`src/rtl/divsqrt_rr_scheduler_pkg.sv`:
```
// Shared widths, rounding-mode encodings and index helpers for the divSqrt round-robin scheduler.
// Pure declarations: no logic and no latency.
package divsqrt_rr_scheduler_pkg;

  localparam int EXC_W = 5;
  localparam int RM_W  = 3;

  typedef enum logic [RM_W-1:0] {
    RM_NEAR_EVEN   = 3'd0,
    RM_MIN_MAG     = 3'd1,
    RM_MIN         = 3'd2,
    RM_MAX         = 3'd3,
    RM_NEAR_MAXMAG = 3'd4,
    RM_ODD         = 3'd6
  } rm_e;

  function automatic int rec_width(input int exp_w, input int sig_w);
    return exp_w + sig_w + 1;
  endfunction

  // Explicit wrap so non-power-of-2 requester counts never reach an invalid index.
  function automatic int wrap_inc(input int idx, input int n);
    return (idx == n - 1) ? 0 : idx + 1;
  endfunction

endpackage

```
`src/rtl/divsqrt_rr_arb.sv`:
```
// Round-robin pick of the first eligible requester at or after rr_ptr.
// Combinational, zero latency; an all-zero grant means nothing is eligible.
module divsqrt_rr_arb #(
  parameter int N  = 4,
  parameter int TW = 2
) (
  input  logic [N-1:0]  eligible,
  input  logic [TW-1:0] rr_ptr,
  output logic [N-1:0]  grant,
  output logic [TW-1:0] grant_idx,
  output logic          grant_vld
);

  logic [TW-1:0] idx;

  always_comb begin
    grant     = '0;
    grant_idx = '0;
    grant_vld = 1'b0;
    idx       = '0;
    for (int k = 0; k < N; k++) begin
      idx = TW'((int'(rr_ptr) + k) % N);
      if (!grant_vld && eligible[idx]) begin
        grant[idx] = 1'b1;
        grant_idx  = idx;
        grant_vld  = 1'b1;
      end
    end
  end

endmodule

```
`src/rtl/divsqrt_rr_scheduler.sv`:
```
// Shares one divSqrt unit among numReq requesters, one op in flight, results steered by tag to 1-entry buffers.
// Result visible one cycle after du_outValid; a requester with an unconsumed result is never granted.
module divsqrt_rr_scheduler
  import divsqrt_rr_scheduler_pkg::*;
#(
  parameter int expWidth = 8,
  parameter int sigWidth = 24,
  parameter int numReq   = 4,
  localparam int RW = rec_width(expWidth, sigWidth),
  localparam int TW = $clog2(numReq)
) (
  input  logic                    clock,
  input  logic                    reset,
  input  logic [numReq-1:0]       req_valid,
  output logic [numReq-1:0]       req_ready,
  input  logic [numReq-1:0]       req_sqrtOp,
  input  logic [numReq*RW-1:0]    req_a,
  input  logic [numReq*RW-1:0]    req_b,
  input  logic [numReq*RM_W-1:0]  req_rm,
  output logic [numReq-1:0]       resp_valid,
  input  logic [numReq-1:0]       resp_ready,
  output logic [numReq*RW-1:0]    resp_out,
  output logic [numReq*EXC_W-1:0] resp_exc,
  output logic [numReq-1:0]       resp_sqrtOp,
  output logic                    du_inValid,
  input  logic                    du_inReady,
  output logic                    du_sqrtOp,
  output logic [RW-1:0]           du_a,
  output logic [RW-1:0]           du_b,
  output logic [RM_W-1:0]         du_rm,
  input  logic                    du_outValid,
  input  logic [RW-1:0]           du_out,
  input  logic [EXC_W-1:0]        du_exc,
  input  logic                    du_sqrtOpOut,
  output logic                    busy
);

  logic              busy_q, busy_d;
  logic [TW-1:0]     tag_q, tag_d;
  logic [TW-1:0]     rr_ptr_q, rr_ptr_d;
  logic [numReq-1:0] resp_full_q, resp_full_d;
  logic [numReq-1:0] eligible, grant;
  logic [TW-1:0]     grant_idx;
  logic              grant_vld, issue, complete;

  assign eligible = req_valid & ~resp_full_q;

  divsqrt_rr_arb #(.N(numReq), .TW(TW)) u_arb (
    .eligible  (eligible),
    .rr_ptr    (rr_ptr_q),
    .grant     (grant),
    .grant_idx (grant_idx),
    .grant_vld (grant_vld)
  );

  always_comb begin
    du_inValid = ~reset & ~busy_q & grant_vld;
    issue      = du_inValid & du_inReady;
    complete   = du_outValid & busy_q;
    req_ready  = grant & {numReq{~reset & ~busy_q & du_inReady}};

    du_sqrtOp = 1'b0;
    du_a      = '0;
    du_b      = '0;
    du_rm     = '0;
    if (grant_vld) begin
      du_sqrtOp = req_sqrtOp[grant_idx];
      du_a      = req_a[grant_idx*RW +: RW];
      du_b      = req_b[grant_idx*RW +: RW];
      du_rm     = req_rm[grant_idx*RM_W +: RM_W];
    end

    busy_d   = busy_q;
    tag_d    = tag_q;
    rr_ptr_d = rr_ptr_q;
    if (issue) begin
      busy_d   = 1'b1;
      tag_d    = grant_idx;
      rr_ptr_d = TW'(wrap_inc(int'(grant_idx), numReq));
    end else if (complete) begin
      busy_d = 1'b0;
    end

    // The completing slot was empty at issue, so fill never races a drain.
    resp_full_d = resp_full_q & ~resp_ready;
    if (complete) begin
      resp_full_d[tag_q] = 1'b1;
    end
  end

  always_ff @(posedge clock or posedge reset) begin
    if (reset) begin
      busy_q      <= 1'b0;
      tag_q       <= '0;
      rr_ptr_q    <= '0;
      resp_full_q <= '0;
    end else begin
      busy_q      <= busy_d;
      tag_q       <= tag_d;
      rr_ptr_q    <= rr_ptr_d;
      resp_full_q <= resp_full_d;
    end
  end

  for (genvar i = 0; i < numReq; i++) begin : g_resp
    logic             fill;
    logic [RW-1:0]    out_q, out_d;
    logic [EXC_W-1:0] exc_q, exc_d;
    logic             sq_q, sq_d;

    always_comb begin
      fill  = complete && (tag_q == TW'(i));
      out_d = fill ? du_out       : out_q;
      exc_d = fill ? du_exc       : exc_q;
      sq_d  = fill ? du_sqrtOpOut : sq_q;
    end

    always_ff @(posedge clock or posedge reset) begin
      if (reset) begin
        out_q <= '0;
        exc_q <= '0;
        sq_q  <= 1'b0;
      end else begin
        out_q <= out_d;
        exc_q <= exc_d;
        sq_q  <= sq_d;
      end
    end

    assign resp_out[i*RW +: RW]       = out_q;
    assign resp_exc[i*EXC_W +: EXC_W] = exc_q;
    assign resp_sqrtOp[i]             = sq_q;
  end

  assign resp_valid = resp_full_q;
  assign busy       = busy_q;

  // A completion with nothing in flight means the unit missed a reset.
  assert property (@(posedge clock) disable iff (reset) !(du_outValid && !busy_q));

endmodule

```
`config.mk`:
```
export PLATFORM = sky130hd
export DESIGN_NAME = divsqrt_rr_scheduler
export DESIGN_NICKNAME = d
export VERILOG_FILES = /design/src/rtl/divsqrt_rr_scheduler_pkg.sv /design/src/rtl/divsqrt_rr_arb.sv /design/src/rtl/divsqrt_rr_scheduler.sv
export SDC_FILE = /design/constraint.sdc
export NUM_CORES = 1
export LEC_CHECK = 0
export CORE_AREA = 2 2 218 220
export CTS_BUF_LIST = sky130_fd_sc_hd__clkbuf_8
export DETAILED_ROUTE_END_ITERATION = 8
export DIE_AREA = 0 0 220 222
export HOLD_SLACK_MARGIN = 0.06
export PLACE_DENSITY = 0.6
export SLEW_MARGIN = 20
export SYNTH_ARGS = -nofsm -noshare
export SYNTH_HDL_FRONTEND = slang
export SYNTH_HIERARCHICAL = 1
export SYNTH_SLANG_ARGS = --single-unit
```
`constraint.sdc`:
```
create_clock -name clock -period 5 [get_ports clock]
set_input_delay 0.75 -clock clock [delete_from_list [all_inputs] [get_ports clock]]
set_output_delay 0.75 -clock clock [all_outputs]
set_load 0.01 [all_outputs]
```
==> results.yml, run 1 <==
outcome:
  status: "finished, final reports clean"
clock_tree:
  clock_tree.root_cell: "clkbuf_8"
  cts_buffers: 17
  insertion_delay_ns: 0.48
  cts_hold_buf: 0
  clockBufferDepth: 2
  clk_pin_slew_ns: 0.09
  cts_num_sinks: 165
  cts_max_level: 4
  cts_tree: "done"
layout:
  layout_commonest_cell: "clkdlybuf4s50_1"
  area_growth_pct: 82.1
  final_area_mm2: 0.0158
  mostFrequentLayoutCells: "552 x clkdlybuf4s50_1, 165 x dfrtp_1, 159 x mux2_2"
  fillers: 4645
  drive_above_1_share_pct: 20.8
  nets: 1570
synth:
  ys_seq_elements: 165
  synth_warnings: 6
  synth_enable_flop_cells: 0
  avgSynthCellArea_um2: 13.1
  yosys.area.top_type: "dfrtp_1"
  synth_top_flop_cell: "dfrtp_1"
  synth-async-reset-ratio_pct: 100
  ys_types: 35
  yosys.area.top_type_share_pct: 47.7
  syn_area_mm2: 0.00866
  syn_nets: 998
  yosysSeqAreaShare_pct: 47.7
  syn_inst: 661
  synth_area_leaders: "dfrtp_1 48%, mux2_2 21%, mux2i_1 16%, o22ai_1 5.1%, buf_4 1.5%"
placed_design:
  dp_hpwl_mm: 33.4
  place_area_mm2: 0.0153
  post-place-ws_ns: -0.0763
  place.gp.congestion: 0.863
  io_buffers: 566
pwr:
  switching_power_mw: 5.43
  ir_worst_vdd_mv: 0.777
  p_int_mw: 7.74
  pwr-share-seq_pct: 17.4
  pwr-share-comb_pct: 75.4
  clockPowerShare_pct: 7.1
  p_per_area_mw_per_mm2: 835
  swShare_pct: 41.2
  p_total_mw: 13.2
  leakage_nw: 6.52
floorplan:
  num_rows: 79
  die-height_um: 222
  io_pins: 567
  dieArea_mm2: 0.0488
  initial_utilization_pct: 18.7
  die_x_um: 220
  core_area_mm2: 0.0463
route:
  drt.antenna.violating_nets: 0
  vias: 8057
  drt_iter0_markers: 318
  post-route-drc-count: 0
  wire_per_inst_um: 22.8
  detail_route.wirelength_mm: 42.6
  routed_via_density: 4.31
  first_pass_iters: 4
run:
  drv_cap: 0
sta:
  finalHoldViolations: 0
  setup_violations: 0
  clock.fmax_ghz: 0.201
  fin_crit_sh_pct: 99.4
  fin_setup_tns_ns: 0
  slew_viol_final: 0
  worst_slack_ns: 0.0305
  relSlewSlack_pct: 48.8
  worst_pin_slew_ns: 0.768
  whs_ns: 0.488
  fin_crit_ns: 4.97
  finClkSkew_ns: 0.0191
worst_setup_path:
  path_class: "in -> out"
  cp_cell_sequence: "clkdlybuf4s50_1, nor2b_2, mux4_2, nor4_2, nor2_1, a32o_4, buf_12, mux2i_1, o22ai_1, clkdlybuf4s50_1"
  arrival_ns: 4.22
  startpoint: "req_valid[2]"
  critical_path_required_ns: 4.25
  r2r_slack_ns: 2.03
  rr_startpoint: "rr_ptr_q[0]$_DFFE_PP0P_"
  startpoint_type: "primary input"
  critPathSlowestCell: "clkdlybuf4s50_1"
  max_stage_delay_ns: 0.61
  crit_top_cell: "clkdlybuf4s50_1"
  cp_max_fo: 29
  worstSetupEndpointType: "primary output"
grt:
  grt_overflow_total: 0
  track_usage_pct: 16.5
  grt_pass1_vias: 8629
  antenna_found_initial: 17
  grt_max_degree: 138
  grt_first_pass_wirelength_mm: 58.6
hold_path:
  hp-start: "g_resp[0].out_q[1]$_DFFE_PP0P_"
  hold_class: "reg -> reg"
final cells by class:
class	count	area (µm²)	area share, %
Sequential cell	165	4130	26.2
Timing Repair Buffer	605	6160	39.1
Tap cell	607	759	4.82
Inverter	10	41.3	0.262
Antenna cell	15	37.5	0.238
Clock buffer	18	248	1.57
Multi-Input combinational cell	434	4260	27.0
Clock inverter	14	126	0.802
path summary, 6_finish.rpt:
check | end | cells after the start
worst max-delay path | du_a[2] | 10
worst min-delay path | g_resp[0].out_q[1]$_DFFE_PP0P_ | 1
worst max register to register | rr_ptr_q[1]$_DFFE_PP0P_ | 7
worst min register to register | g_resp[0].out_q[1]$_DFFE_PP0P_ | 1
max in group asynchronous | g_resp[3].out_q[28]$_DFFE_PP0P_ | 3
min in group asynchronous | rr_ptr_q[0]$_DFFE_PP0P_ | 2
cell families after synthesis:
logic type      count (synthesis)  share of synthesized area (%)
compound gates                 93                           6.84
fa+ha+maj                       6                          0.867
buf+inv                        64                           3.96
flops                         165                           47.7
mux                           307                           38.5
simple gates                   26                           2.12
layer usage:
| layer | global-route usage [%] | up-vias | share of wire [%] |
|---|---|---|---|
| met5 | 0 | - | 0 |
| met4 | 7.97 | 0 | 2.8 |
| met3 | 5.71 | 45 | 8.8 |
| met2 | 30.4 | 389 | 54 |
| met1 | 16.2 | 3976 | 34 |
| li1 | - | 3647 | - |
synthesized netlist by cell type (all sizes together), types with 2 or more instances:
cell / instances
ha: 6
mux2: 162
a22oi: 8
nand4b: 2
mux2i: 141
and4bb: 2
mux4: 4
and3: 4
nand2b: 2
dfrtp: 165
nor2b: 4
a21o: 2
o21ai: 8
nor2: 4
nand2: 2
inv: 10
o22ai: 70
buf: 38
clkbuf: 16
through the flow:
step	std cells	utilization, %
floorplan	661	-
global placement	1816	33.0
detailed placement	1816	33.0
CTS	1849	33.9
global route	1866	34.1
finish	1868	34.1
power groups by stage:
stage	sequential (mW)	clock [mW]	combinational (mW)
global placement	2.28	0	9.77
CTS	2.30	0.985	9.96
detailed placement	2.31	0	9.85
global route	2.38	1.03	10.5
finish	2.30	0.936	9.93
floorplan	2.58	0	4.18
worst max-delay path: cells and delay by family:
| kind | cells | cell delay [ns] |
|---|---|---|
| and+or+nand+nor | 3 | 0.76 |
| muxes | 2 | 0.73 |
| buffers and inverters | 3 | 1.23 |
| AOI/OAI and AO/OA | 2 | 0.71 |
flip-flops by register name (all words and copies together), names as in the netlist:
name          cells
busy              1
g_resp.exc_q     20
g_resp.out_q    132
g_resp.sq_q       4
resp_valid        4
rr_ptr_q          2
tag_q             2
timing repair:
action | in CTS | in global routing
cloned | 1 | 1
pin swaps | 1 | 1
setup buffers | 0 | 3
endpoints found under the setup margin | 3 | 21
resized for setup | 3 | 5
Power figures use the tool's default switching activity.
==> run 2, diff against run 1 <==
--- a/config.mk
+++ b/config.mk
@@ -11,8 +11,9 @@
 export DIE_AREA = 0 0 220 222
 export HOLD_SLACK_MARGIN = 0.06
 export PLACE_DENSITY = 0.6
-export SLEW_MARGIN = 20
+export SKIP_CTS_REPAIR_TIMING = 1
 export SYNTH_ARGS = -nofsm -noshare
 export SYNTH_HDL_FRONTEND = slang
 export SYNTH_HIERARCHICAL = 1
 export SYNTH_SLANG_ARGS = --single-unit
+export TNS_END_PERCENT = 20
==> run 2 against run 1 <==
Sequential share of layout area about the same. Clock-buffer cell count unchanged. Die area unchanged. Maximum frequency increased by 1.8%. Critical path type unchanged.
==> results.yml, run 2 (synthesis gave the netlist of run 1 again) <==
pwr:
  p_per_area_mw_per_mm2: 835
  ir_worst_vdd_mv: 0.745
  leakage_nw: 6.54
sta:
  slew_viol_final: 0
  whs_ns: 0.488
  finalHoldViolations: 0
  fin_crit_sh_pct: 97.6
  fin_crit_ns: 4.88
  fin_setup_tns_ns: 0
  worst_pin_slew_ns: 1.15
  finClkSkew_ns: 0.0170
  worst_slack_ns: 0.118
  setup_violations: 0
  rsz0062_at_grt: "no"
  relSlewSlack_pct: 23.3
  clock.fmax_ghz: 0.205
clock_tree:
  cts_num_sinks: 165
  cts_tree: "done"
  clk_pin_slew_ns: 0.07
  insertion_delay_ns: 0.48
  cts_buffers: 17
  clock_tree.root_cell: "clkbuf_8"
  cts_max_level: 4
  clockBufferDepth: 2
layout:
  largest_reg_flops: 132
  nets: 1568
  registers.top_by_ff_count: "g_resp.out_q"
  layout_commonest_cell: "clkdlybuf4s50_1"
  drive_above_1_share_pct: 20.5
  fillers: 4656
  top_regs: "g_resp.out_q x132, g_resp.exc_q x20"
  mostFrequentLayoutCells: "552 x clkdlybuf4s50_1, 165 x dfrtp_1, 159 x mux2_2"
  final_cells: 1861
  final_area_mm2: 0.0158
  area_growth_pct: 82.0
outcome:
  status: "finished, final reports clean"
grt:
  track_usage_pct: 16.3
  grt_pass1_vias: 8653
  grt_max_degree: 138
  antenna_found_initial: 14
  grt_overflow_total: 0
  grt_first_pass_wirelength_mm: 58.1
route:
  drt.antenna.violating_nets: 0
  detail_route.wirelength_mm: 41.9
  drt_iter0_markers: 323
  wire_per_inst_um: 22.5
  routed_via_density: 4.34
  first_pass_iters: 4
  post-route-drc-count: 0
  vias: 8068
placed_design:
  dpl.cell_count: 1816
  io_buffers: 566
  dp_hpwl_mm: 33.3
  post-place-ws_ns: -0.0838
  place_area_mm2: 0.0153
  place.gp.congestion: 0.863
floorplan:
  dieArea_mm2: 0.0488
  die-height_um: 222
  die_x_um: 220
  initial_utilization_pct: 18.7
  core_area_mm2: 0.0463
  io_pins: 567
  num_rows: 79
worst_setup_path:
  worstSetupEndpointType: "primary output"
  critical_path_required_ns: 4.25
  cp_max_fo: 29
  path_class: "in -> out"
  r2r_slack_ns: 2.15
  arrival_ns: 4.13
  startpoint_type: "primary input"
run:
  drv_cap: 0
hold_path:
  hold_class: "reg -> reg"
==> run 2: area by class of cell <==
type | instances | area (µm²) | share of cell area, %
sequential | 165 | 4130 | 26.2
timing repair buffer | 604 | 6170 | 39.1
antenna | 11 | 27.5 | 0.175
tap | 607 | 759 | 4.82
inverter | 10 | 41.3 | 0.262
clock buffer | 18 | 248 | 1.57
multi-input combinational | 433 | 4230 | 26.8
clock inverter | 13 | 155 | 0.985
==> run 2: worst max-delay path, stage by stage <==
cell             delay [ns]
clkdlybuf4s50_1        0.39
nor2b_1                0.17
mux4_2                 0.63
nor4_1                 0.32
nor2_1                 0.15
a32o_4                 0.29
buf_12                 0.15
buf_12                 0.20
mux2i_1                0.14
o22ai_1                0.29
clkdlybuf4s50_1        0.61
==> run 2: path summary, 6_finish.rpt <==
path,cells past startpoint,end,startpoint
max reg2reg,7,rr_ptr_q[1]$_DFFE_PP0P_,rr_ptr_q[1]$_DFFE_PP0P_
max in group asynchronous,3,g_resp[3].exc_q[1]$_DFFE_PP0P_,reset
min in group asynchronous,2,rr_ptr_q[0]$_DFFE_PP0P_,reset
max,11,du_a[2],req_valid[2]
min reg2reg,1,g_resp[0].out_q[2]$_DFFE_PP0P_,g_resp[0].out_q[2]$_DFFE_PP0P_
min,1,g_resp[0].out_q[2]$_DFFE_PP0P_,g_resp[0].out_q[2]$_DFFE_PP0P_
==> run 2: power by group <==
part           switching [mW]  internal (mW)  leakage, nW
clock network           0.508          0.504        0.213
logic                    4.48           5.37         4.29
registers               0.328           1.96         2.04
==> run 2: routing by layer <==
layer  wire (µm)  vias up  GRT usage, %
li1            -     3647             -
met1       14600     3986          16.1
met2       22300      376          30.6
met3        3510       59          5.13
met4        1460        0          7.64
met5           0        -             0
==> run 2: stage by stage <==
step | total power, mW | util (%)
floorplan | 6.77 | -
global placement | 12.0 | 33.0
detailed placement | 12.1 | 33.0
CTS | 13.2 | 33.9
global route | 13.9 | 34.0
finish | 13.1 | 34.1
==> run 3, diff against run 2 <==
--- a/config.mk
+++ b/config.mk
@@ -9,6 +9,7 @@
 export CTS_BUF_LIST = sky130_fd_sc_hd__clkbuf_8
 export DETAILED_ROUTE_END_ITERATION = 8
 export DIE_AREA = 0 0 220 222
+export GPL_TIMING_DRIVEN = 0
 export HOLD_SLACK_MARGIN = 0.06
 export PLACE_DENSITY = 0.6
 export SKIP_CTS_REPAIR_TIMING = 1
@@ -16,4 +17,4 @@
 export SYNTH_HDL_FRONTEND = slang
 export SYNTH_HIERARCHICAL = 1
 export SYNTH_SLANG_ARGS = --single-unit
-export TNS_END_PERCENT = 20
+export TNS_END_PERCENT = 10
==> run 3 against run 2 <==
First-iteration DRC count shrank 6.5%. Power shrank 1.5%. Sequential share of layout area grew 0.089 points. Worst hold slack improved by 0.0099 ns. Clock power decreased by 9%. Register-to-register slack got worse by 0.25 ns. Sequential power barely moved. Final area is 0.28% lower. Setup slack got worse by 0.050 ns. Clock-buffer cell count is 2 higher. Largest cell class unchanged.
==> results.yml, run 3 (synthesis gave the netlist of run 1 again) <==
clock_tree:
  cts_num_sinks: 165
  clockBufferDepth: 2
  clk_pin_slew_ns: 0.09
  insertion_delay_ns: 0.48
  clock_tree.root_cell: "clkbuf_8"
  cts_tree: "done"
  cts_buffers: 17
  cts_max_level: 4
floorplan:
  io_pins: 567
  num_rows: 79
  core_area_mm2: 0.0463
  dieArea_mm2: 0.0488
  die-height_um: 222
  die_x_um: 220
  initial_utilization_pct: 18.7
route:
  drt.antenna.violating_nets: 0
  post-route-drc-count: 0
  wire_per_inst_um: 24.4
  detail_route.wirelength_mm: 45.8
  first_pass_iters: 4
  vias: 8153
  drt_iter0_markers: 302
  routed_via_density: 4.34
layout:
  drive_above_1_share_pct: 20.8
  largest_reg_flops: 132
  registers.top_by_ff_count: "g_resp.out_q"
  layout_commonest_cell: "clkdlybuf4s50_1"
  final_area_mm2: 0.0157
  final_cells: 1878
  area_growth_pct: 81.5
  top_regs: "g_resp.out_q x132, g_resp.exc_q x20"
  fillers: 4675
  mostFrequentLayoutCells: "550 x clkdlybuf4s50_1, 163 x dfrtp_1, 159 x mux2_2"
  nets: 1587
  fin_util_pct: 34.0
placed_design:
  dp_hpwl_mm: 37.9
  place_area_mm2: 0.0152
  io_buffers: 566
  dpl.cell_count: 1838
  post-place-ws_ns: -0.770
  place.gp.congestion: 0.920
grt:
  antenna_found_initial: 12
  grt_first_pass_wirelength_mm: 62.3
  track_usage_pct: 18.0
  grt_pass1_vias: 8716
  grt_overflow_total: 0
  grt_max_degree: 41
sta:
  finClkSkew_ns: 0.00813
  fin_crit_ns: 4.93
  clock.fmax_ghz: 0.203
  worst_slack_ns: 0.0685
  setup_violations: 0
  relSlewSlack_pct: 56.2
  whs_ns: 0.498
  fin_crit_sh_pct: 98.6
  slew_viol_final: 0
  fin_setup_tns_ns: 0
  rsz0062_at_grt: "yes"
  finalHoldViolations: 0
  worst_pin_slew_ns: 0.657
worst_setup_path:
  cp_max_fo: 10
  cp_cell_sequence: "clkdlybuf4s50_1, nor2b_1, mux4_2, clkbuf_1, o31ai_2, nand2_2, clkbuf_1, o22ai_1, clkdlybuf4s50_1"
  r2r_slack_ns: 1.90
  critPathSlowestCell: "clkdlybuf4s50_1"
  worstSetupEndpointType: "primary output"
  max_stage_delay_ns: 0.61
  startpoint_type: "primary input"
  arrival_ns: 4.18
  critical_path_required_ns: 4.25
  path_class: "in -> out"
pwr:
  leakage_nw: 6.63
  p_total_mw: 12.9
  ir_worst_vdd_mv: 0.583
  p_per_area_mw_per_mm2: 824
hold_path:
  hold_class: "reg -> reg"
run:
  drv_cap: 0
outcome:
  status: "finished, final reports clean"
==> run 3: cell types whose count changed in the layout (fill, tap and decap cells not counted), moves of 9 or more <==
cell,previous run,this run
buf_2,0,16
dlymetal6s2s_1,0,16
buf_4,32,12
buf_6,0,9
clkbuf_1,0,9
buf_12,20,4
==> run 3: area by class of cell <==
type / count / area, µm² / share of cell area, %
multi-input combinational: 432 / 4250 / 27.1
tap: 607 / 759 / 4.83
clock inverter: 10 / 83.8 / 0.534
inverter: 10 / 41.3 / 0.263
clock buffer: 20 / 275 / 1.75
antenna: 10 / 25.0 / 0.159
sequential: 165 / 4130 / 26.3
buffer: 53 / 345 / 2.20
timing repair buffer: 571 / 5790 / 36.9
==> run 3: worst paths after layout <==
check | start | endpoint | cells past startpoint
setup / recovery | req_valid[3] | du_a[2] | 9
max in group asynchronous | reset | g_resp[3].out_q[22]$_DFFE_PP0P_ | 5
hold / removal | g_resp[0].out_q[2]$_DFFE_PP0P_ | g_resp[0].out_q[2]$_DFFE_PP0P_ | 1
hold reg to reg | g_resp[0].out_q[2]$_DFFE_PP0P_ | g_resp[0].out_q[2]$_DFFE_PP0P_ | 1
setup reg to reg | rr_ptr_q[0]$_DFFE_PP0P_ | tag_q[1]$_DFFE_PP0P_ | 12
min in group asynchronous | reset | resp_valid[1]$_DFF_PP0_ | 2
==> run 3: critical path: cells and delay by family <==
| kind | cells | cell delay [ns] |
|---|---|---|
| buffers and inverters | 4 | 1.61 |
| AO/OA/AOI/OAI | 2 | 0.81 |
| multiplexers | 1 | 0.56 |
| AND/OR/NAND/NOR | 2 | 0.45 |
==> run 3: per-layer routing <==
metal / track usage [%] / part of all wire [%] / vias to the layer above
met5: 0 / 0 / -
met4: 8.23 / 3.2 / 0
met3: 6.67 / 9.5 / 59
met2: 34.5 / 55 / 380
met1: 16.5 / 32 / 4044
li1: - / - / 3670
==> run 3: where the power goes <==
group | switching, mW | internal, mW | leakage, nW | total (mW)
registers | 0.344 | 1.97 | 2.03 | 2.31
logic | 4.84 | 4.88 | 4.41 | 9.71
clock network | 0.501 | 0.422 | 0.185 | 0.923
total | 5.68 | 7.27 | 6.63 | 12.9
